**src/rtl/j1_wb_uart_if.sv**
```systemverilog
// Wishbone bus bundle between the J1 master and its slaves.
// dat_m carries master write data, dat_s carries slave read data.
interface if_wb;
  logic        cyc;
  logic        stb;
  logic        we;
  logic [15:0] adr;
  logic [15:0] dat_m;
  logic [15:0] dat_s;
  logic        ack;

  modport master (output cyc, output stb, output we, output adr, output dat_m,
                  input dat_s, input ack);
  modport slave  (input cyc, input stb, input we, input adr, input dat_m,
                  output dat_s, output ack);
endinterface

```
**src/rtl/j1_wb_uart.sv**
```systemverilog
// Wishbone slave 8N1 UART: TX FIFO, RX storage, sticky error flags and a level interrupt.
// Define UART_RX_FIFO_EN for a FIFO_DEPTH-entry RX FIFO; otherwise RX uses one holding register.
module j1_wb_uart #(
  parameter int unsigned CLK_DIV    = 217,
  parameter int unsigned FIFO_DEPTH = 16
) (
  input  logic clk,
  input  logic reset,
  if_wb.slave  wb,
  input  logic rxd,
  output logic txd,
  output logic irq
);

  localparam int unsigned PtrW = $clog2(FIFO_DEPTH);
  localparam int unsigned CntW = PtrW + 1;
  localparam logic [CntW-1:0] DepthCnt = CntW'(FIFO_DEPTH);
  localparam logic [15:0] DivFull = 16'(CLK_DIV - 1);
  localparam logic [15:0] DivHalf = 16'(CLK_DIV / 2 - 1);

  typedef enum logic [1:0] {StTxIdle, StTxStart, StTxData, StTxStop} tx_state_e;
  typedef enum logic [2:0] {StRxIdle, StRxStart, StRxData, StRxStop, StRxBreak} rx_state_e;

  // Bus decode; every side effect lands on the edge that raises ack.
  logic access, rd_data, rd_status, wr_data, wr_ctrl;
  logic ack_q, ack_d;
  logic [15:0] rdata_q, rdata_d;

  assign access    = wb.cyc & wb.stb & ~ack_q;
  assign rd_data   = access & ~wb.we & (wb.adr[1:0] == 2'd0);
  assign rd_status = access & ~wb.we & (wb.adr[1:0] == 2'd1);
  assign wr_data   = access &  wb.we & (wb.adr[1:0] == 2'd0);
  assign wr_ctrl   = access &  wb.we & (wb.adr[1:0] == 2'd2);
  assign ack_d     = access;

  logic unused_bits;
  assign unused_bits = ^{wb.adr[15:2], wb.dat_m[15:8]};

  logic rx_ie_q, rx_ie_d, tx_ie_q, tx_ie_d;
  logic rx_ovr_q, rx_ovr_d, frame_err_q, frame_err_d, tx_drop_q, tx_drop_d;
  logic irq_q, irq_d;

  // ---------------- TX FIFO ----------------
  logic [7:0]      tx_mem_q [FIFO_DEPTH];
  logic [PtrW-1:0] tx_wptr_q, tx_wptr_d, tx_rptr_q, tx_rptr_d;
  logic [CntW-1:0] tx_cnt_q, tx_cnt_d;
  logic            tx_full, tx_empty, tx_push, tx_pop, tx_idle;
  logic [7:0]      tx_head;

  assign tx_full  = (tx_cnt_q == DepthCnt);
  assign tx_empty = (tx_cnt_q == '0);
  assign tx_head  = tx_mem_q[tx_rptr_q];
  assign tx_push  = wr_data & ~tx_full;

  always_comb begin
    tx_wptr_d = tx_wptr_q + PtrW'(tx_push);
    tx_rptr_d = tx_rptr_q + PtrW'(tx_pop);
    tx_cnt_d  = tx_cnt_q + CntW'(tx_push) - CntW'(tx_pop);
  end

  always_ff @(posedge clk) begin
    if (tx_push) tx_mem_q[tx_wptr_q] <= wb.dat_m[7:0];
  end

  // ---------------- TX shifter ----------------
  tx_state_e   tx_state_q, tx_state_d;
  logic [15:0] tx_div_q, tx_div_d;
  logic [2:0]  tx_bit_q, tx_bit_d;
  logic [7:0]  tx_shift_q, tx_shift_d;
  logic        txd_q, txd_d;

  assign tx_idle = tx_empty & (tx_state_q == StTxIdle);

  always_comb begin
    tx_state_d = tx_state_q;
    tx_div_d   = tx_div_q;
    tx_bit_d   = tx_bit_q;
    tx_shift_d = tx_shift_q;
    tx_pop     = 1'b0;
    unique case (tx_state_q)
      StTxIdle: begin
        if (!tx_empty) begin
          tx_pop     = 1'b1;
          tx_shift_d = tx_head;
          tx_div_d   = DivFull;
          tx_state_d = StTxStart;
        end
      end
      StTxStart: begin
        if (tx_div_q == '0) begin
          tx_div_d   = DivFull;
          tx_bit_d   = 3'd0;
          tx_state_d = StTxData;
        end else begin
          tx_div_d = tx_div_q - 16'd1;
        end
      end
      StTxData: begin
        if (tx_div_q == '0) begin
          tx_div_d   = DivFull;
          tx_shift_d = {1'b0, tx_shift_q[7:1]};
          tx_bit_d   = tx_bit_q + 3'd1;
          if (tx_bit_q == 3'd7) tx_state_d = StTxStop;
        end else begin
          tx_div_d = tx_div_q - 16'd1;
        end
      end
      StTxStop: begin
        if (tx_div_q == '0) begin
          // Chain straight into the next start bit when more data is queued.
          if (!tx_empty) begin
            tx_pop     = 1'b1;
            tx_shift_d = tx_head;
            tx_div_d   = DivFull;
            tx_state_d = StTxStart;
          end else begin
            tx_state_d = StTxIdle;
          end
        end else begin
          tx_div_d = tx_div_q - 16'd1;
        end
      end
      default: tx_state_d = StTxIdle;
    endcase
  end

  always_comb begin
    unique case (tx_state_q)
      StTxStart: txd_d = 1'b0;
      StTxData:  txd_d = tx_shift_q[0];
      default:   txd_d = 1'b1;
    endcase
  end

  assign txd = txd_q;

  // ---------------- RX sampler ----------------
  logic [1:0]  rx_sync_q, rx_sync_d;
  logic        rx_prev_q, rx_prev_d, rxd_s, rx_fall;
  rx_state_e   rx_state_q, rx_state_d;
  logic [15:0] rx_div_q, rx_div_d;
  logic [2:0]  rx_bit_q, rx_bit_d;
  logic [7:0]  rx_shift_q, rx_shift_d;
  logic        rx_push, frame_set;

  assign rx_sync_d = {rx_sync_q[0], rxd};
  assign rxd_s     = rx_sync_q[1];
  assign rx_prev_d = rxd_s;
  assign rx_fall   = rx_prev_q & ~rxd_s;

  always_comb begin
    rx_state_d = rx_state_q;
    rx_div_d   = rx_div_q;
    rx_bit_d   = rx_bit_q;
    rx_shift_d = rx_shift_q;
    rx_push    = 1'b0;
    frame_set  = 1'b0;
    unique case (rx_state_q)
      StRxIdle: begin
        if (rx_fall) begin
          rx_div_d   = DivHalf;
          rx_state_d = StRxStart;
        end
      end
      StRxStart: begin
        if (rx_div_q == '0) begin
          if (rxd_s) begin
            rx_state_d = StRxIdle;
          end else begin
            rx_div_d   = DivFull;
            rx_bit_d   = 3'd0;
            rx_state_d = StRxData;
          end
        end else begin
          rx_div_d = rx_div_q - 16'd1;
        end
      end
      StRxData: begin
        if (rx_div_q == '0) begin
          rx_div_d   = DivFull;
          rx_shift_d = {rxd_s, rx_shift_q[7:1]};
          rx_bit_d   = rx_bit_q + 3'd1;
          if (rx_bit_q == 3'd7) rx_state_d = StRxStop;
        end else begin
          rx_div_d = rx_div_q - 16'd1;
        end
      end
      StRxStop: begin
        if (rx_div_q == '0) begin
          if (rxd_s) begin
            rx_push    = 1'b1;
            rx_state_d = StRxIdle;
          end else begin
            frame_set  = 1'b1;
            rx_state_d = StRxBreak;
          end
        end else begin
          rx_div_d = rx_div_q - 16'd1;
        end
      end
      StRxBreak: begin
        if (rxd_s) rx_state_d = StRxIdle;
      end
      default: rx_state_d = StRxIdle;
    endcase
  end

  // ---------------- RX storage ----------------
  logic       rx_valid, rx_pop, rx_accept, rx_ovr_set;
  logic [7:0] rx_head;

  assign rx_pop     = rd_data & rx_valid;
  assign rx_ovr_set = rx_push & ~rx_accept;

`ifdef UART_RX_FIFO_EN
  logic [7:0]      rx_mem_q [FIFO_DEPTH];
  logic [PtrW-1:0] rx_wptr_q, rx_wptr_d, rx_rptr_q, rx_rptr_d;
  logic [CntW-1:0] rx_cnt_q, rx_cnt_d;
  logic            rx_full;

  assign rx_full   = (rx_cnt_q == DepthCnt);
  assign rx_valid  = (rx_cnt_q != '0);
  assign rx_head   = rx_mem_q[rx_rptr_q];
  // A pop in the same cycle frees the slot, so a full FIFO still accepts.
  assign rx_accept = rx_push & (~rx_full | rx_pop);

  always_comb begin
    rx_wptr_d = rx_wptr_q + PtrW'(rx_accept);
    rx_rptr_d = rx_rptr_q + PtrW'(rx_pop);
    rx_cnt_d  = rx_cnt_q + CntW'(rx_accept) - CntW'(rx_pop);
  end

  always_ff @(posedge clk) begin
    if (rx_accept) rx_mem_q[rx_wptr_q] <= rx_shift_q;
  end

  always_ff @(posedge clk or posedge reset) begin
    if (reset) begin
      rx_wptr_q <= '0;
      rx_rptr_q <= '0;
      rx_cnt_q  <= '0;
    end else begin
      rx_wptr_q <= rx_wptr_d;
      rx_rptr_q <= rx_rptr_d;
      rx_cnt_q  <= rx_cnt_d;
    end
  end
`else
  logic [7:0] rx_hold_q, rx_hold_d;
  logic       rx_full_q, rx_full_d;

  assign rx_valid  = rx_full_q;
  assign rx_head   = rx_hold_q;
  assign rx_accept = rx_push & (~rx_full_q | rx_pop);

  always_comb begin
    rx_full_d = rx_accept | (rx_full_q & ~rx_pop);
    rx_hold_d = rx_accept ? rx_shift_q : rx_hold_q;
  end

  always_ff @(posedge clk or posedge reset) begin
    if (reset) begin
      rx_hold_q <= 8'h00;
      rx_full_q <= 1'b0;
    end else begin
      rx_hold_q <= rx_hold_d;
      rx_full_q <= rx_full_d;
    end
  end
`endif

  // ---------------- Registers, flags, read mux ----------------
  always_comb begin
    rx_ie_d     = wr_ctrl ? wb.dat_m[0] : rx_ie_q;
    tx_ie_d     = wr_ctrl ? wb.dat_m[1] : tx_ie_q;
    // Set wins over the read-clear so a coincident event is not lost.
    rx_ovr_d    = (rx_ovr_q & ~rd_status) | rx_ovr_set;
    frame_err_d = (frame_err_q & ~rd_status) | frame_set;
    tx_drop_d   = (tx_drop_q & ~rd_status) | (wr_data & tx_full);
    irq_d       = (rx_ie_q & rx_valid) | (tx_ie_q & tx_idle);
  end

  always_comb begin
    rdata_d = 16'h0000;
    if (access && !wb.we) begin
      case (wb.adr[1:0])
        2'd0:    rdata_d = rx_valid ? {8'h00, rx_head} : 16'h0000;
        2'd1:    rdata_d = {10'h000, tx_drop_q, frame_err_q, rx_ovr_q, tx_idle, tx_full, rx_valid};
        2'd2:    rdata_d = {14'h0000, tx_ie_q, rx_ie_q};
        default: rdata_d = 16'h0000;
      endcase
    end
  end

  assign wb.ack   = ack_q;
  assign wb.dat_s = rdata_q;
  assign irq      = irq_q;

  always_ff @(posedge clk or posedge reset) begin
    if (reset) begin
      ack_q       <= 1'b0;
      rdata_q     <= 16'h0000;
      rx_ie_q     <= 1'b0;
      tx_ie_q     <= 1'b0;
      rx_ovr_q    <= 1'b0;
      frame_err_q <= 1'b0;
      tx_drop_q   <= 1'b0;
      irq_q       <= 1'b0;
    end else begin
      ack_q       <= ack_d;
      rdata_q     <= rdata_d;
      rx_ie_q     <= rx_ie_d;
      tx_ie_q     <= tx_ie_d;
      rx_ovr_q    <= rx_ovr_d;
      frame_err_q <= frame_err_d;
      tx_drop_q   <= tx_drop_d;
      irq_q       <= irq_d;
    end
  end

  always_ff @(posedge clk or posedge reset) begin
    if (reset) begin
      tx_wptr_q  <= '0;
      tx_rptr_q  <= '0;
      tx_cnt_q   <= '0;
      tx_state_q <= StTxIdle;
      tx_div_q   <= 16'h0000;
      tx_bit_q   <= 3'd0;
      tx_shift_q <= 8'h00;
      txd_q      <= 1'b1;
    end else begin
      tx_wptr_q  <= tx_wptr_d;
      tx_rptr_q  <= tx_rptr_d;
      tx_cnt_q   <= tx_cnt_d;
      tx_state_q <= tx_state_d;
      tx_div_q   <= tx_div_d;
      tx_bit_q   <= tx_bit_d;
      tx_shift_q <= tx_shift_d;
      txd_q      <= txd_d;
    end
  end

  always_ff @(posedge clk or posedge reset) begin
    if (reset) begin
      rx_sync_q  <= 2'b11;
      rx_prev_q  <= 1'b1;
      rx_state_q <= StRxIdle;
      rx_div_q   <= 16'h0000;
      rx_bit_q   <= 3'd0;
      rx_shift_q <= 8'h00;
    end else begin
      rx_sync_q  <= rx_sync_d;
      rx_prev_q  <= rx_prev_d;
      rx_state_q <= rx_state_d;
      rx_div_q   <= rx_div_d;
      rx_bit_q   <= rx_bit_d;
      rx_shift_q <= rx_shift_d;
    end
  end

endmodule

```
**src/flat_wrapper.sv**
```systemverilog
// flat-port wrapper written by rule: the top's interface ports become plain ports
module j1_wb_uart_flat 
#(
  parameter int unsigned CLK_DIV    = 217,
  parameter int unsigned FIFO_DEPTH = 16
)
  (clk, reset, rxd, txd, irq, wb_cyc, wb_stb, wb_we, wb_adr, wb_dat_m, wb_dat_s, wb_ack);
  if_wb wb_i ();
  input  logic clk;
  input  logic reset;
  input  logic rxd;
  output logic txd;
  output logic irq;
  input wire logic [$bits(wb_i.cyc)-1:0] wb_cyc;
  input wire logic [$bits(wb_i.stb)-1:0] wb_stb;
  input wire logic [$bits(wb_i.we)-1:0] wb_we;
  input wire logic [$bits(wb_i.adr)-1:0] wb_adr;
  input wire logic [$bits(wb_i.dat_m)-1:0] wb_dat_m;
  output wire logic [$bits(wb_i.dat_s)-1:0] wb_dat_s;
  output wire logic [$bits(wb_i.ack)-1:0] wb_ack;
  assign wb_i.cyc = wb_cyc;
  assign wb_i.stb = wb_stb;
  assign wb_i.we = wb_we;
  assign wb_i.adr = wb_adr;
  assign wb_i.dat_m = wb_dat_m;
  assign wb_dat_s = wb_i.dat_s;
  assign wb_ack = wb_i.ack;
  j1_wb_uart #(.CLK_DIV(CLK_DIV), .FIFO_DEPTH(FIFO_DEPTH)) u_core (.clk(clk), .reset(reset), .wb(wb_i), .rxd(rxd), .txd(txd), .irq(irq));
endmodule
```
**config.mk**
```make
export PLATFORM = sky130hd
export DESIGN_NAME = j1_wb_uart_flat
export DESIGN_NICKNAME = d
export VERILOG_FILES = /design/src/rtl/j1_wb_uart_if.sv /design/src/rtl/j1_wb_uart.sv /design/src/flat_wrapper.sv
export SDC_FILE = /design/constraint.sdc
export NUM_CORES = 1
export LEC_CHECK = 0
export CAP_MARGIN = 20
export CORE_ASPECT_RATIO = 0.75
export CORE_MARGIN = 2
export CORE_UTILIZATION = 60
export DETAILED_ROUTE_END_ITERATION = 7
export MAX_ROUTING_LAYER = met4
export PLACE_DENSITY = 0.8
export REMOVE_ABC_BUFFERS = 1
export SLEW_MARGIN = 0
export SYNTH_ARGS = -nofsm -noshare
export SYNTH_HDL_FRONTEND = slang
export SYNTH_SLANG_ARGS = --single-unit
```
**constraint.sdc**
```tcl
create_clock -name clk -period 6.58 [get_ports clk]
set_input_delay 1.316 -clock clk [delete_from_list [all_inputs] [get_ports clk]]
set_output_delay 1.316 -clock clk [all_outputs]
set_load 0.05 [all_outputs]
```
; ---- Word-level counts from Yosys, hierarchy flattened
; Memories as Yosys holds them, arrays and structs flattened.
; Cells that the tools add are included.
[totals]
elab_cells = 166
mem_bits_rw = 128
input_bits = 38
regBits = 108
mem_count = 1
output_inout_bits = 19
[classes]
bitwise_logic = 35
n_reduce_logical = 20
add_sub_neg = 8
n_mux = 52
n_eq_ne = 26
[memory_table]
columns = memory, depth, word_bits, read_ports, rd_ports_with_merged_regs, wr, line_no
row1 = u_core.tx_mem_q, 16, 8, 1, 0, 1, j1_wb_uart.sv:44  ; logic [7:0] tx_mem_q [FIFO_DEPTH];
[ops]
columns = cell, count
row1 = 16-bit two-way mux, 9
row2 = 16-bit one-hot mux with 3 select lines, 2
row3 = 16-bit one-hot mux with 4 select lines, 1
row4 = 3-bit two-way mux, 12
row5 = 16-bit logical NOT, 2
row6 = 8-bit two-way mux, 4
row7 = 16-bit by 1-bit subtractor with 16-bit output (second input constant), 2
row8 = 8-bit one-hot mux with 3 select lines, 1
row9 = 1-bit AND, 21
row10 = 2-bit by 1-bit != test with 1-bit output (second input constant), 10
row11 = 3-bit one-hot mux with 5 select lines, 1
row12 = 2-bit two-way mux, 6
row13 = 3-bit one-hot mux with 2 select lines, 2
row14 = 1-bit two-way mux, 11
row15 = 3-bit equality test (second input constant), 3
row16 = 4-bit by 1-bit adder with 4-bit output, 2
row17 = 1-bit NOT, 8
row18 = 2-bit one-hot mux with 4 select lines, 1
row19 = 4-bit AND reduction, 2
row20 = 3-bit by 1-bit adder with 3-bit output (second input constant), 2
row21 = 2-bit equality test (second input constant), 3
row22 = 3-bit by 2-bit equality test with 1-bit output (second input constant), 2
row23 = 2-bit != test (second input constant), 3
row24 = 1-bit OR, 6
row25 = 20 further kinds, 25

; ---- Logic depth before layout (Yosys ltp)
[logic_depth]
ltp_word = 10
mapped_depth = 15
depth_no_buf = 15

; ---- Worst setup path after synthesis
; Ideal clock, no wire load.
[synth_path]
path_type = register to register
from = register u_core.tx_div_q[0]
to = register u_core.tx_cnt_q[4]
arrival_time_ns = 3.287
path_buffers = 0
path_stages_with_launch = 16
required_time_ns = 6.457
setup_time_ns = 0.123
period_less_slack_ns = 3.410
setup_slack_ns = 3.170
cell_sequence = dfrtp_1 > inv_1 > ha_1 > nor3b_1 > nand4b_1 > nor3_1 > a21oi_1 > nor3_1 > ha_1 > inv_1 > ha_1 > fa_1 > a21oi_1 > nor2_1 > nor2_1 > xnor2_1
[synth_between]
elab_chain_len = 4
[synth_rtl]
columns = element, line_no
row1 = start: declaration, j1_wb_uart.sv:67  ; logic [15:0] tx_div_q, tx_div_d;
row2 = start signal: assignment, j1_wb_uart.sv:336  ; tx_div_q <= tx_div_d;
row3 = 16-bit logical NOT, j1_wb_uart.sv:109  ; if (tx_div_q == '0) begin
row4 = 1-bit two-way mux, j1_wb_uart.sv:109
row5 = 1-bit one-hot mux with 2 select lines, j1_wb_uart.sv:80  ; unique case (tx_state_q)
row6 = 5-bit by 1-bit subtractor with 5-bit output, j1_wb_uart.sv:58  ; tx_cnt_d = tx_cnt_q + CntW'(tx_push) - CntW'(tx_pop);
row7 = net u_core.tx_cnt_d[4], j1_wb_uart.sv:46  ; logic [CntW-1:0] tx_cnt_q, tx_cnt_d;
row8 = end signal: assignment, j1_wb_uart.sv:334  ; tx_cnt_q <= tx_cnt_d;
row9 = end: declaration, j1_wb_uart.sv:46
; The timed path passes the listed nets, and every way through them passes these cells.
; A chain may end at the register's enable or synchronous reset.

; ---- Worst setup path after layout
; Same ends and word-level chain as after synthesis.

==> out/results.txt <==
STA classifies the critical path endpoint as a flop. For the static leakage power, the log shows 4.79 nW. The proportion of register bits with asynchronous set or reset after synthesis is 43.9%. The hold violation total from the final report is 0, and the die height is 116 µm. The worst-case IR drop observed on VDD is 195 µV. Summing every instance area after synthesis gives 10,100 µm².

The tools report the total number of H-tree levels as 1. The post-route netlist has 9.73% of its cells at a drive strength greater than 1. The run finished with clean final reports. After synthesis, the largest family of logic cells by area is compound AO/OA/AOI/OAI gates. After layout, the worst path uses 64.0% of the clock period. The clock net in this run drives a total of 228 sinks. The critical path runs through a total of 16 cells. The slowest stage of the critical path is the sky130_fd_sc_hd__nor3b_1 cell. Across all hold checks on the routed design, the worst slack comes to 0.359 ns. Top-level port count: 57. Once the floorplan was initialized, standard cells occupied 60.6% of the core. Data arrives at the worst endpoint at 4.63 ns. Measured against its own limit, the worst slew margin works out to 24.4%. Number of antenna-violating nets in the routed design: 0. The Yosys step of the flow raised 0 warnings.

Along the worst hold path, the cell count comes to 0. In this run, the number of DRC markers left after iteration 0 of detailed routing was 644. Synthesis handed over a netlist of 781 instances. In this run the horizontal extent of the chip is 154 µm. The completed layout was analyzed and its total power is 3.40 mW. The first-pass GRT wire length came out at 33.1 mm. For the worst-skew pair, the clock arrives at the later sink with an insertion delay of 0.51 ns. The tools report the die footprint as 17,900 µm². The worst setup path is launched from a flop. The run gives 866 as the post-layout net count.

The CTS root buffer was sky130_fd_sc_hd__clkbuf_16. TritonCTS built the clock tree. Gates resized during post-CTS repair numbered 0.

The area growth from synthesis to layout is 11.9%. The peak clock frequency supported by timing was 0.238 GHz; the adder and majority cell fraction of the synthesized area was 2.92%. Biggest fanout along the worst timing path: 7. Cell with the most instances after synthesis: sky130_fd_sc_hd__edfxtp_1.

The path class of the tightest hold or removal check is flop to flop. Across the routed clock network, the largest skew measured is 0.0184 ns. The library cell with the largest summed area after synthesis is sky130_fd_sc_hd__edfxtp_1. The synthesized design contains 128 enable-type register cells. Xor/xnor share of the synthesized area: 1.30%.

The average wire per standard cell was 20.3 µm. After detailed routing, the number of vias per cell comes to 6.35. Among cell families on the critical path, the largest total delay comes from simple AND/OR/NAND/NOR gates.

In the post-synthesis netlist, the biggest area contributors are sky130_fd_sc_hd__edfxtp_1 (38%), sky130_fd_sc_hd__dfrtp_1 (24%), sky130_fd_sc_hd__mux2i_1 (6.5%), sky130_fd_sc_hd__ha_1 (2.7%), sky130_fd_sc_hd__a22oi_1 (2.7%). For the overall via count from detail_route, the log shows 6,582. The longest clock path from root to sink contains 3 buffers.

The number of cell rows is 41, and the number of buffers inserted by port buffering is 26. The required arrival time at the worst endpoint was 7.00 ns; the total count of max-transition violations in the final report was 0. The post-cts hold buffer count is 0, and the worst setup margin is 2.37 ns. Setup repair after global routing left no endpoint under its margin. The congestion estimate from routability-driven global placement came to 0.908.

Setup violations remaining at the end of the flow were counted as 0. The core region is 16,700 µm². The post-placement setup slack was 2.23 ns; the count of different cell masters after synthesis was 65. For the sum of negative setup slack, the log shows 0 ns. The type of the setup path with the least slack is flop to flop.

Delay contributed by the slowest stage of the critical path: 0.57 ns. Summed over its instances, the top area cell type makes up 38.0% of the synthesized netlist area. At the end of the flow the core is filled with cells to 67.8%. Buffers added to address setup during post-CTS repair amount to 0.

The buffering stage count on the worst path with inverters included works out to 3. For this design the ratio of total power to cell area is 301 nW/µm². For this run, design rule violations remaining after detail routing come to 0. The number of global-route vias before repair was 6,348. The signal on the critical path passes through inv_1, ha_1, nor3b_1, nand4b_1, nor3_1, clkbuf_2, a21oi_1, nor3_1, ha_1, inv_1, ha_1, fa_1, a21oi_1, nor2_1, nor2_1, xnor2_1. Pin count of the biggest net entering global routing: 76. By instance count, the cell type seen most on the critical path is sky130_fd_sc_hd__ha_1. The post-synthesis simple-gate area fraction came out at 10.2%. Summed over all layers, the global routing overflow is 0. Synthesis inferred 228 register bits. Sequential cells were found to cover 62.8% of the synthesized design area.

Summing the areas of all compound-gate instances in the mapped netlist gives 11.1% of the synthesized area. The post-route minimum period was 4.21 ns; the post-detailed-routing wire length was 21.1 mm. In this run, CTS created clock tree buffers numbering 23.

The logic depth of the worst register-to-register path was 16; the all-layer global routing usage was 24.4%. Most instantiated flip-flop cell in the synthesis netlist: sky130_fd_sc_hd__edfxtp_1. The initial antenna violation count is 0. Max-cap violations in this run came to 0. The transition time at the pin with the least slew margin was 1.13 ns; the number of search-and-repair iterations in the first detailed-routing pass was 5. The CTS clock-pin slew for the worst setup and hold paths was 0.06 ns. After synthesis, the mean cell area works out to 12.9 µm². The commonest cells after synthesis are sky130_fd_sc_hd__edfxtp_1 (128), sky130_fd_sc_hd__dfrtp_1 (96), sky130_fd_sc_hd__mux2i_1 (66).

The number of antenna diodes in the final layout is 0. The total half-perimeter wirelength after legalization and detailed placement is 13.6 mm, and the mux share of post-synthesis cell area is 8.65%.
## kinds of logic (layout without fill, tap and decap cells)
logic type / Yosys count / count (layout)
buffers and inverters: 69 / 103
multiplexers: 85 / 85
adder cells (fa/ha/maj): 23 / 23
flip-flops: 228 / 228
AND/OR/NAND/NOR: 198 / 198
AO/OA/AOI/OAI: 162 / 162
other: 1 / 8
XOR/XNOR: 15 / 15
## routing by layer
metal	global-route usage (%)	up-vias	share of wire [%]	routed length, µm
met1	33.4	3269	44	9170
met3	3.97	43	7.4	1570
met2	38.8	279	47	9960
met4	6.79	0	1.7	361
li1	-	2991	-	-
met5	-	-	0	0
## state kept, by name (all words and copies together) (netlist names), 3 cells and up
signal / cells
u_core.tx_mem_q: 128
u_core.rx_div_q: 16
u_core.tx_div_q: 16
u_core.rx_head: 8
u_core.rx_shift_q: 8
u_core.tx_shift_q: 8
u_core.wb.dat_s: 8
u_core.tx_cnt_q: 5
u_core.tx_rptr_q: 4
u_core.tx_wptr_q: 4
u_core.rx_bit_q: 3
u_core.rx_state_q: 3
u_core.tx_bit_q: 3
## cell type report
class	instances	area [µm²]
sequential	228	6350
tap	215	269
fill	1085	5360
clock inverter	14	155
multi-input combinational	491	3480
clock buffer	28	594
timing repair buffer	37	363
inverter	24	92.6
## where the power goes
group / leakage (nW) / internal, mW / switching, mW
clock network: 0.362 / 0.765 / 0.532
logic: 1.99 / 0.168 / 0.228
registers: 2.43 / 1.60 / 0.106
## worst paths after layout
path,startpoint,end,slack [ns]
worst max-delay path,u_core.tx_div_q[0]$_DFF_PP0_,u_core.tx_cnt_q[4]$_DFF_PP0_,2.37
worst min-delay path,u_core.rx_sync_q[0]$_DFF_PP1_,u_core.rx_sync_q[1]$_DFF_PP1_,0.36
worst max register to register,u_core.tx_div_q[0]$_DFF_PP0_,u_core.tx_cnt_q[4]$_DFF_PP0_,2.37
worst min register to register,u_core.rx_sync_q[0]$_DFF_PP1_,u_core.rx_sync_q[1]$_DFF_PP1_,0.36
max in group asynchronous,reset,u_core.txd$_DFF_PP1_,4.59
min in group asynchronous,reset,u_core.rx_div_q[6]$_DFFE_PP0P_,1.11
## worst reg2reg max path, cell delays in order (launching register included)
cell	delay, ns
sky130_fd_sc_hd__dfrtp_1	0.41
sky130_fd_sc_hd__inv_1	0.07
sky130_fd_sc_hd__ha_1	0.17
sky130_fd_sc_hd__nor3b_1	0.57
sky130_fd_sc_hd__nand4b_1	0.32
sky130_fd_sc_hd__nor3_1	0.56
sky130_fd_sc_hd__clkbuf_2	0.29
sky130_fd_sc_hd__a21oi_1	0.12
sky130_fd_sc_hd__nor3_1	0.27
sky130_fd_sc_hd__ha_1	0.20
sky130_fd_sc_hd__inv_1	0.04
sky130_fd_sc_hd__ha_1	0.20
sky130_fd_sc_hd__fa_1	0.43
sky130_fd_sc_hd__a21oi_1	0.17
sky130_fd_sc_hd__nor2_1	0.06
sky130_fd_sc_hd__nor2_1	0.11
sky130_fd_sc_hd__xnor2_1	0.13
## placed cells by master, fill, tap and decap left out, types with 5 or more instances in the layout
cell type,n
sky130_fd_sc_hd__clkinv_1,5
sky130_fd_sc_hd__nor2_1,61
sky130_fd_sc_hd__mux2i_1,66
sky130_fd_sc_hd__clkdlybuf4s50_1,26
sky130_fd_sc_hd__a21oi_1,26
sky130_fd_sc_hd__or3_1,10
sky130_fd_sc_hd__conb_1,8
sky130_fd_sc_hd__xnor2_1,5
sky130_fd_sc_hd__nand3_1,12
sky130_fd_sc_hd__nand2b_1,10
sky130_fd_sc_hd__and3_1,6
sky130_fd_sc_hd__nor4_1,8
sky130_fd_sc_hd__a32oi_1,7
sky130_fd_sc_hd__nand2_1,32
sky130_fd_sc_hd__o22a_1,5
sky130_fd_sc_hd__clkbuf_16,23
sky130_fd_sc_hd__edfxtp_1,128
sky130_fd_sc_hd__a22oi_1,36
sky130_fd_sc_hd__mux2_2,19
sky130_fd_sc_hd__o21ai_0,26
sky130_fd_sc_hd__clkbuf_1,5
sky130_fd_sc_hd__xor2_1,10
sky130_fd_sc_hd__a31oi_1,20
sky130_fd_sc_hd__nor3_1,16
sky130_fd_sc_hd__inv_1,23
sky130_fd_sc_hd__ha_1,22
sky130_fd_sc_hd__dfrtp_1,95
sky130_fd_sc_hd__nor2b_1,8
sky130_fd_sc_hd__o31ai_1,5
sky130_fd_sc_hd__and2_1,5
## metrics by stage
step	area, µm²	std cells
floorplan	9920	743
global placement	10500	987
detailed placement	10500	989
CTS	11300	1031
global route	11300	1037
finish	11300	1037
(Power assumes the default switching activity.)
